**config.mk**
```make
export PLATFORM = sky130hd
export DESIGN_NAME = pcie_fifo_burst_reader
export DESIGN_NICKNAME = d
export VERILOG_FILES = /design/src/rtl/pcie_dma_pkg.sv /design/src/rtl/pcie_rd_skid_buf.sv /design/src/rtl/pcie_fifo_burst_reader.sv
export SDC_FILE = /design/constraint.sdc
export NUM_CORES = 1
export LEC_CHECK = 0
export CORE_UTILIZATION = 52
export DETAILED_ROUTE_END_ITERATION = 12
export PLACE_DENSITY_LB_ADDON = 0.1
export RECOVER_POWER = 50
export SLEW_MARGIN = 40
export SYNTH_ARGS = -nofsm -noshare
export SYNTH_HDL_FRONTEND = slang
export SYNTH_SLANG_ARGS = --single-unit
export TNS_END_PERCENT = 50
```
**constraint.sdc**
```tcl
create_clock -name clk -period 13 [get_ports clk]
set_input_delay 3.25 -clock clk [delete_from_list [all_inputs] [get_ports clk]]
set_output_delay 3.25 -clock clk [all_outputs]
set_load 0.005 [all_outputs]
```
**src/rtl/pcie_dma_pkg.sv**
```systemverilog
// Shared types and helpers for the PCIe DMA read-side stream logic.
// Holds the burst reader FSM states and the byte-size arithmetic for one beat.
package pcie_dma_pkg;

    typedef enum logic [1:0] {
        IDLE  = 2'd0,
        WAIT  = 2'd1,
        BURST = 2'd2
    } state_t;

    localparam int BYTES_PER_BEAT = 16;

    // Byte distance covered by a burst of the given beat count
    function automatic logic [63:0] burst_bytes(input logic [31:0] beats);
        return 64'(beats) * 64'(BYTES_PER_BEAT);
    endfunction

endpackage

```
**src/rtl/pcie_rd_skid_buf.sv**
```systemverilog
// Two-entry data buffer between the FIFO read port and the outgoing stream.
// Carries data only; burst framing is tracked by the parent.
module pcie_rd_skid_buf
    import pcie_dma_pkg::*;
#(
    parameter int DATA_WIDTH = 128
) (
    input  logic                  clk,
    input  logic                  rst_n,
    input  logic                  push,
    input  logic [DATA_WIDTH-1:0] push_data,
    input  logic                  pop,
    output logic [DATA_WIDTH-1:0] pop_data,
    output logic [1:0]            count,
    output logic                  empty
);

    logic [DATA_WIDTH-1:0] mem [2];
    logic                  wr_ptr;
    logic                  rd_ptr;

    // Storage and pointers; the parent never pushes into a full buffer
    always_ff @(posedge clk) begin
        if (!rst_n) begin
            mem[0] <= '0;
            mem[1] <= '0;
            wr_ptr <= 1'b0;
            rd_ptr <= 1'b0;
            count  <= 2'd0;
        end else begin
            if (push) begin
                mem[wr_ptr] <= push_data;
                wr_ptr      <= ~wr_ptr;
            end
            if (pop) begin
                rd_ptr <= ~rd_ptr;
            end
            unique case ({push, pop})
                2'b10:   count <= count + 2'd1;
                2'b01:   count <= count - 2'd1;
                default: count <= count;
            endcase
        end
    end

    assign pop_data = mem[rd_ptr];
    assign empty    = (count == 2'd0);

endmodule

```
**src/rtl/pcie_fifo_burst_reader.sv**
```systemverilog
// Drains the async FIFO read side into fixed-length addressed bursts for the
// PCIe DMA write engine; addresses walk linearly through one frame buffer.
module pcie_fifo_burst_reader
    import pcie_dma_pkg::*;
#(
    parameter int                    DATA_WIDTH  = 128,
    parameter int                    LEVEL_WIDTH = 10,
    parameter int                    BURST_LEN   = 16,
    parameter int                    FRAME_BEATS = 115200,
    parameter int                    ADDR_WIDTH  = 32,
    parameter logic [ADDR_WIDTH-1:0] BASE_ADDR   = '0
) (
    input  logic                   clk,
    input  logic                   rst_n,
    input  logic                   frame_start,
    output logic                   fifo_rd_en,
    input  logic [DATA_WIDTH-1:0]  fifo_rd_data,
    input  logic                   fifo_rd_empty,
    input  logic [LEVEL_WIDTH-1:0] fifo_rd_water_level,
    output logic                   m_valid,
    output logic [DATA_WIDTH-1:0]  m_data,
    output logic                   m_sop,
    output logic                   m_eop,
    output logic [ADDR_WIDTH-1:0]  m_addr,
    input  logic                   m_ready,
    output logic                   busy,
    output logic                   frame_done
);

    localparam int FR_W = $clog2(FRAME_BEATS + 1);
    localparam int BL_W = $clog2(BURST_LEN + 1);

    state_t                state;
    state_t                state_next;
    logic [FR_W-1:0]       frame_rem;
    logic [ADDR_WIDTH-1:0] addr;
    logic [BL_W-1:0]       rd_cnt;
    logic [BL_W-1:0]       wr_cnt;
    logic [BL_W-1:0]       burst_len_q;
    logic [BL_W-1:0]       cur_len;
    logic                  rd_pend;
    logic                  frame_done_q;
    logic [1:0]            skid_count;
    logic                  skid_empty;
    logic [DATA_WIDTH-1:0] skid_data;
    logic                  pop;
    logic                  eop_accept;
    logic                  last_burst;
    logic                  level_ok;
    logic [2:0]            occupancy;
    logic [63:0]           burst_inc;

    // The final burst of a frame shrinks to whatever beats remain
    always_comb begin
        cur_len = BL_W'(BURST_LEN);
        if (32'(frame_rem) < 32'(BURST_LEN)) begin
            cur_len = BL_W'(frame_rem);
        end
    end

    assign level_ok   = (32'(fifo_rd_water_level) >= 32'(cur_len));
    assign pop        = m_valid && m_ready;
    assign eop_accept = pop && (wr_cnt == BL_W'(1));
    assign last_burst = (32'(frame_rem) == 32'(burst_len_q));
    assign burst_inc  = burst_bytes(32'(burst_len_q));

    // Counts the beat leaving this cycle as free space, so a steady accept
    // stream keeps one read issued per cycle without overrunning two entries
    assign occupancy  = {1'b0, skid_count} + {2'b00, rd_pend} - {2'b00, pop};

    // Gated by rst_n so a reset cycle never pulls a word that would be dropped
    assign fifo_rd_en = rst_n && (state == BURST) && (rd_cnt != '0)
                        && !fifo_rd_empty && (occupancy < 3'd2);

    always_ff @(posedge clk) begin
        if (!rst_n) begin
            state <= IDLE;
        end else begin
            state <= state_next;
        end
    end

    always_comb begin
        state_next = state;
        unique case (state)
            IDLE: begin
                if (frame_start) begin
                    state_next = WAIT;
                end
            end
            WAIT: begin
                if (level_ok) begin
                    state_next = BURST;
                end
            end
            BURST: begin
                if (eop_accept) begin
                    state_next = last_burst ? IDLE : WAIT;
                end
            end
            default: state_next = IDLE;
        endcase
    end

    // Frame position: remaining beats and byte address of the current burst
    always_ff @(posedge clk) begin
        if (!rst_n) begin
            frame_rem <= '0;
            addr      <= '0;
        end else if (state == IDLE && frame_start) begin
            frame_rem <= FR_W'(FRAME_BEATS);
            addr      <= BASE_ADDR;
        end else if (state == BURST && eop_accept) begin
            frame_rem <= frame_rem - FR_W'(burst_len_q);
            addr      <= addr + burst_inc[ADDR_WIDTH-1:0];
        end
    end

    // Per-burst read and write beat counters
    always_ff @(posedge clk) begin
        if (!rst_n) begin
            burst_len_q <= '0;
            rd_cnt      <= '0;
            wr_cnt      <= '0;
        end else if (state == WAIT && level_ok) begin
            burst_len_q <= cur_len;
            rd_cnt      <= cur_len;
            wr_cnt      <= cur_len;
        end else if (state == BURST) begin
            if (fifo_rd_en) begin
                rd_cnt <= rd_cnt - BL_W'(1);
            end
            if (pop) begin
                wr_cnt <= wr_cnt - BL_W'(1);
            end
        end
    end

    always_ff @(posedge clk) begin
        if (!rst_n) begin
            rd_pend      <= 1'b0;
            frame_done_q <= 1'b0;
        end else begin
            rd_pend      <= fifo_rd_en;
            frame_done_q <= eop_accept && last_burst;
        end
    end

    pcie_rd_skid_buf #(
        .DATA_WIDTH (DATA_WIDTH)
    ) u_skid (
        .clk       (clk),
        .rst_n     (rst_n),
        .push      (rd_pend),
        .push_data (fifo_rd_data),
        .pop       (pop),
        .pop_data  (skid_data),
        .count     (skid_count),
        .empty     (skid_empty)
    );

    assign m_valid    = !skid_empty;
    assign m_data     = skid_data;
    assign m_sop      = m_valid && (wr_cnt == burst_len_q);
    assign m_eop      = m_valid && (wr_cnt == BL_W'(1));
    assign m_addr     = addr;
    assign busy       = (state != IDLE);
    assign frame_done = frame_done_q;

endmodule

```
==> impl_metrics.env <==
export IMPL_synthCells=1122
export IMPL_area_growth_pct=29.9
export IMPL_synth_flop_cell="edfxtp_1"
export IMPL_cts_reportedPaths_clkPinSlew_ns=0.05
export IMPL_drt_initial_drc_count=565
export IMPL_wl_met3_um=2160
export IMPL_netlist_area_leader_share_pct=52.1
export IMPL_hpwl_um=21100
export IMPL_comb_power_share_pct=9.2
export IMPL_post_route_period_util_pct=74.6
export IMPL_power_leakage_nw=7.07
export IMPL_synth_seq_cells=325
export IMPL_p_seq_share_pct=51.2
export IMPL_synthTopCellsByArea="edfxtp_1 (52%), and2_1 (11%), mux2_2 (9.9%)"
export IMPL_yosysWarnings=0
export IMPL_synth_edf_count=256
export IMPL_power_density_mw_per_mm2=120
export IMPL_syn_area_per_cell_um2=13.1
export IMPL_synth_common_cells="and2_1 (261), edfxtp_1 (256), mux2_2 (129), dfxtp_1 (69), clkbuf_1 (51)"
export IMPL_gp_congestion=0.815
export IMPL_drc=0
export IMPL_drt_pass1_iterations=4
export IMPL_synth_top_family_by_area="simple AND/OR/NAND/NOR gates"
export IMPL_fillers=2058
export IMPL_internal_power_mw=1.80
export IMPL_numCtsBuffers=36
export IMPL_drv_cap=4
export IMPL_violations="capacitance limit, slew limit"
export IMPL_end_kind="output pin"
export IMPL_muxShareOfSynthArea_pct=9.92
export IMPL_synthAdderAreaFrac_pct=2.19
export IMPL_wl_met2_um=16400
export IMPL_status="finished with violations"
export IMPL_postCtsSetupBuffers=0
export IMPL_grt_max_degree=77
export IMPL_met1Wirelength_um=13600
export IMPL_clock_power_share_pct=39.6
export IMPL_relSlewSlack_pct=-194
export IMPL_antenna_left=0
export IMPL_vias_per_cell=5.22
export IMPL_dr_total_vias=9528
export IMPL_synth_seq_area_share_pct=61.5
export IMPL_fmax_mhz=103
export IMPL_clock_latency_ns=0.51
export IMPL_setup_ws_ns=3.31
export IMPL_clockBufferDepth=3
export IMPL_ys_async_sr_fraction_pct=0
export IMPL_cp_arrival_ns=6.44
export IMPL_synth_xor_area_share_pct=2.55
export IMPL_die_area_mm2=0.0290
export IMPL_worstPathMaxFanout=11
export IMPL_tightest_slew_ns=4.42
export IMPL_cts_resized=0
export IMPL_min_period_ns=9.69
export IMPL_synth_top_area_cell="edfxtp_1"
export IMPL_drive_gt1_share_pct=13.6
export IMPL_wire_per_inst_um=18.0
export IMPL_final_max_slew_viol_count=264
export IMPL_hold_violations=0
export IMPL_pre_cts_slack_ns=3.42
export IMPL_power_share_switching_pct=21.6
export IMPL_hold_class="flip-flop to flip-flop"
export IMPL_nets=1585
export IMPL_clock_sinks=325
export IMPL_required_ns=9.75
export IMPL_power_switching_mw=0.496
export IMPL_synth_compound_area_share_pct=3.84
export IMPL_core_area_mm2=0.0279
export IMPL_peakVddDrop_mv=0.0948
export IMPL_yosysMostFrequentCell="and2_1"
export IMPL_grt_pass1_wl_um=49500
export IMPL_cts_max_level=2
export IMPL_ys_types=67
export IMPL_clock_skew_ns=0.0109
export IMPL_clockRootBuffer="clkbuf_16"
export IMPL_die_y_um=170
export IMPL_synth_simple_gate_area_share_pct=17.8
export IMPL_rsz0062_at_grt="no"
export IMPL_chipWidth_um=170
export IMPL_routed_top_layer="met5"
export IMPL_cp_start_kind="primary input"
export IMPL_grt_antenna_before_repair=5
export IMPL_row_count=61
export IMPL_ios=309
export IMPL_setup_viol=0
export IMPL_wl_um=32900
export IMPL_grt_overflow=0
export IMPL_grt_use_total_pct=22.0
export IMPL_grt_pass1_vias=9323
export IMPL_cts_tree="yes"
export IMPL_cts_hold_buf=0
export IMPL_syn_area_mm2=0.0147
export IMPL_critical_path_class="primary input to output pin"
export IMPL_tns_ns=0
export IMPL_start_util_pct=52.9
export IMPL_io_buffers=304
[state kept, by name (all words and copies together) (netlist names), named ones only]
| register | flops |
|---|---|
| u_skid.wr_ptr | 1 |
| wr_cnt | 5 |
| burst_len_q | 5 |
| m_addr | 28 |
| rd_cnt | 5 |
| rd_pend | 1 |
| frame_rem | 17 |
| frame_done | 1 |
| u_skid.mem | 256 |
| u_skid.count | 2 |
| state | 2 |
| u_skid.rd_ptr | 1 |
[per-stage QoR]
stage               hold WS (ns)  power, mW  std cells  instance area (um^2)  utilization (%)
detailed placement         0.479       1.41       1758                 18200             65.3
finish                     0.488       2.30       1825                 19100             68.7
global route               0.502       2.38       1825                 19100             68.7
floorplan                  0.461       1.29       1125                 14800                -
CTS                        0.492       2.32       1821                 19200             69.0
global placement           0.470       1.41       1756                 18100             65.1
[layer usage]
metal	vias up	track usage [%]
met1	4625	27.6
met5	-	0
met2	266	37.5
li1	4581	-
met3	54	4.79
met4	2	7.99
[path summary, 6_finish.rpt]
check	startpoint	to	slack [ns]	cells past startpoint
setup reg to reg	rd_pend	u_skid.mem[0][67]	8.52	3
hold / removal	m_addr[31]	m_addr[31]	0.49	2
hold reg to reg	m_addr[31]	m_addr[31]	0.49	2
setup / recovery	m_ready	fifo_rd_en	3.31	8
[area by class of cell]
class / count / area, um^2 / share of cell area, %
Timing Repair Buffer: 314 / 3100 / 16.2
Tap cell: 378 / 473 / 2.47
Sequential cell: 325 / 9070 / 47.4
Antenna cell: 4 / 10.0 / 0.0523
Multi-Input combinational cell: 721 / 5370 / 28.0
Clock buffer: 43 / 948 / 4.95
Clock inverter: 20 / 100 / 0.523
Inverter: 20 / 75.1 / 0.392
[worst max-delay path: stages]
cell and delay [ns]:
dlygate4sd3_1 0.53, o21a_1 0.37, ha_1 0.31, nand2b_1 0.16, fa_1 0.49, nand4b_1 0.14
a211oi_2 0.58, clkdlybuf4s50_1 0.62
[cell usage in the layout (no fill, tap or decap), types with 5 or more instances in the layout]
cell type	Yosys	final
and2_0	0	65
nand2_1	30	30
inv_1	20	20
o21a_1	4	5
o21ai_0	10	10
nor2_1	49	49
nand2b_1	10	9
nor3_1	12	12
a21oi_1	19	19
a21boi_0	6	6
dfxtp_1	69	68
and2_1	261	196
mux2_2	129	129
or3_1	6	6
clkdlybuf4s50_1	0	270
clkbuf_16	0	37
clkinv_1	0	13
xnor2_1	26	26
dlygate4sd3_1	0	34
nor4_1	6	7
xor2_1	17	17
edfxtp_1	256	256
a211oi_1	5	5
and3_1	11	11
nand3_1	18	18
ha_1	21	21
clkbuf_1	51	13
[logic make-up after synthesis]
logic type,after synthesis
AND/OR/NAND/NOR,439
flip-flops,325
multiplexers,130
AO/OA/AOI/OAI,81
buffers and inverters,79
XOR/XNOR,43
adder cells (fa/ha/maj),24
other,1
[power groups by stage]
stage | logic (mW) | registers [mW] | clock network, mW
after global routing | 0.229 | 1.18 | 0.967
after detailed placement | 0.214 | 1.20 | 0
final | 0.212 | 1.18 | 0.910
after CTS | 0.216 | 1.18 | 0.929
after floorplan | 0.0948 | 1.20 | 0
after global placement | 0.212 | 1.19 | 0
Power figures use the tool's default switching activity.
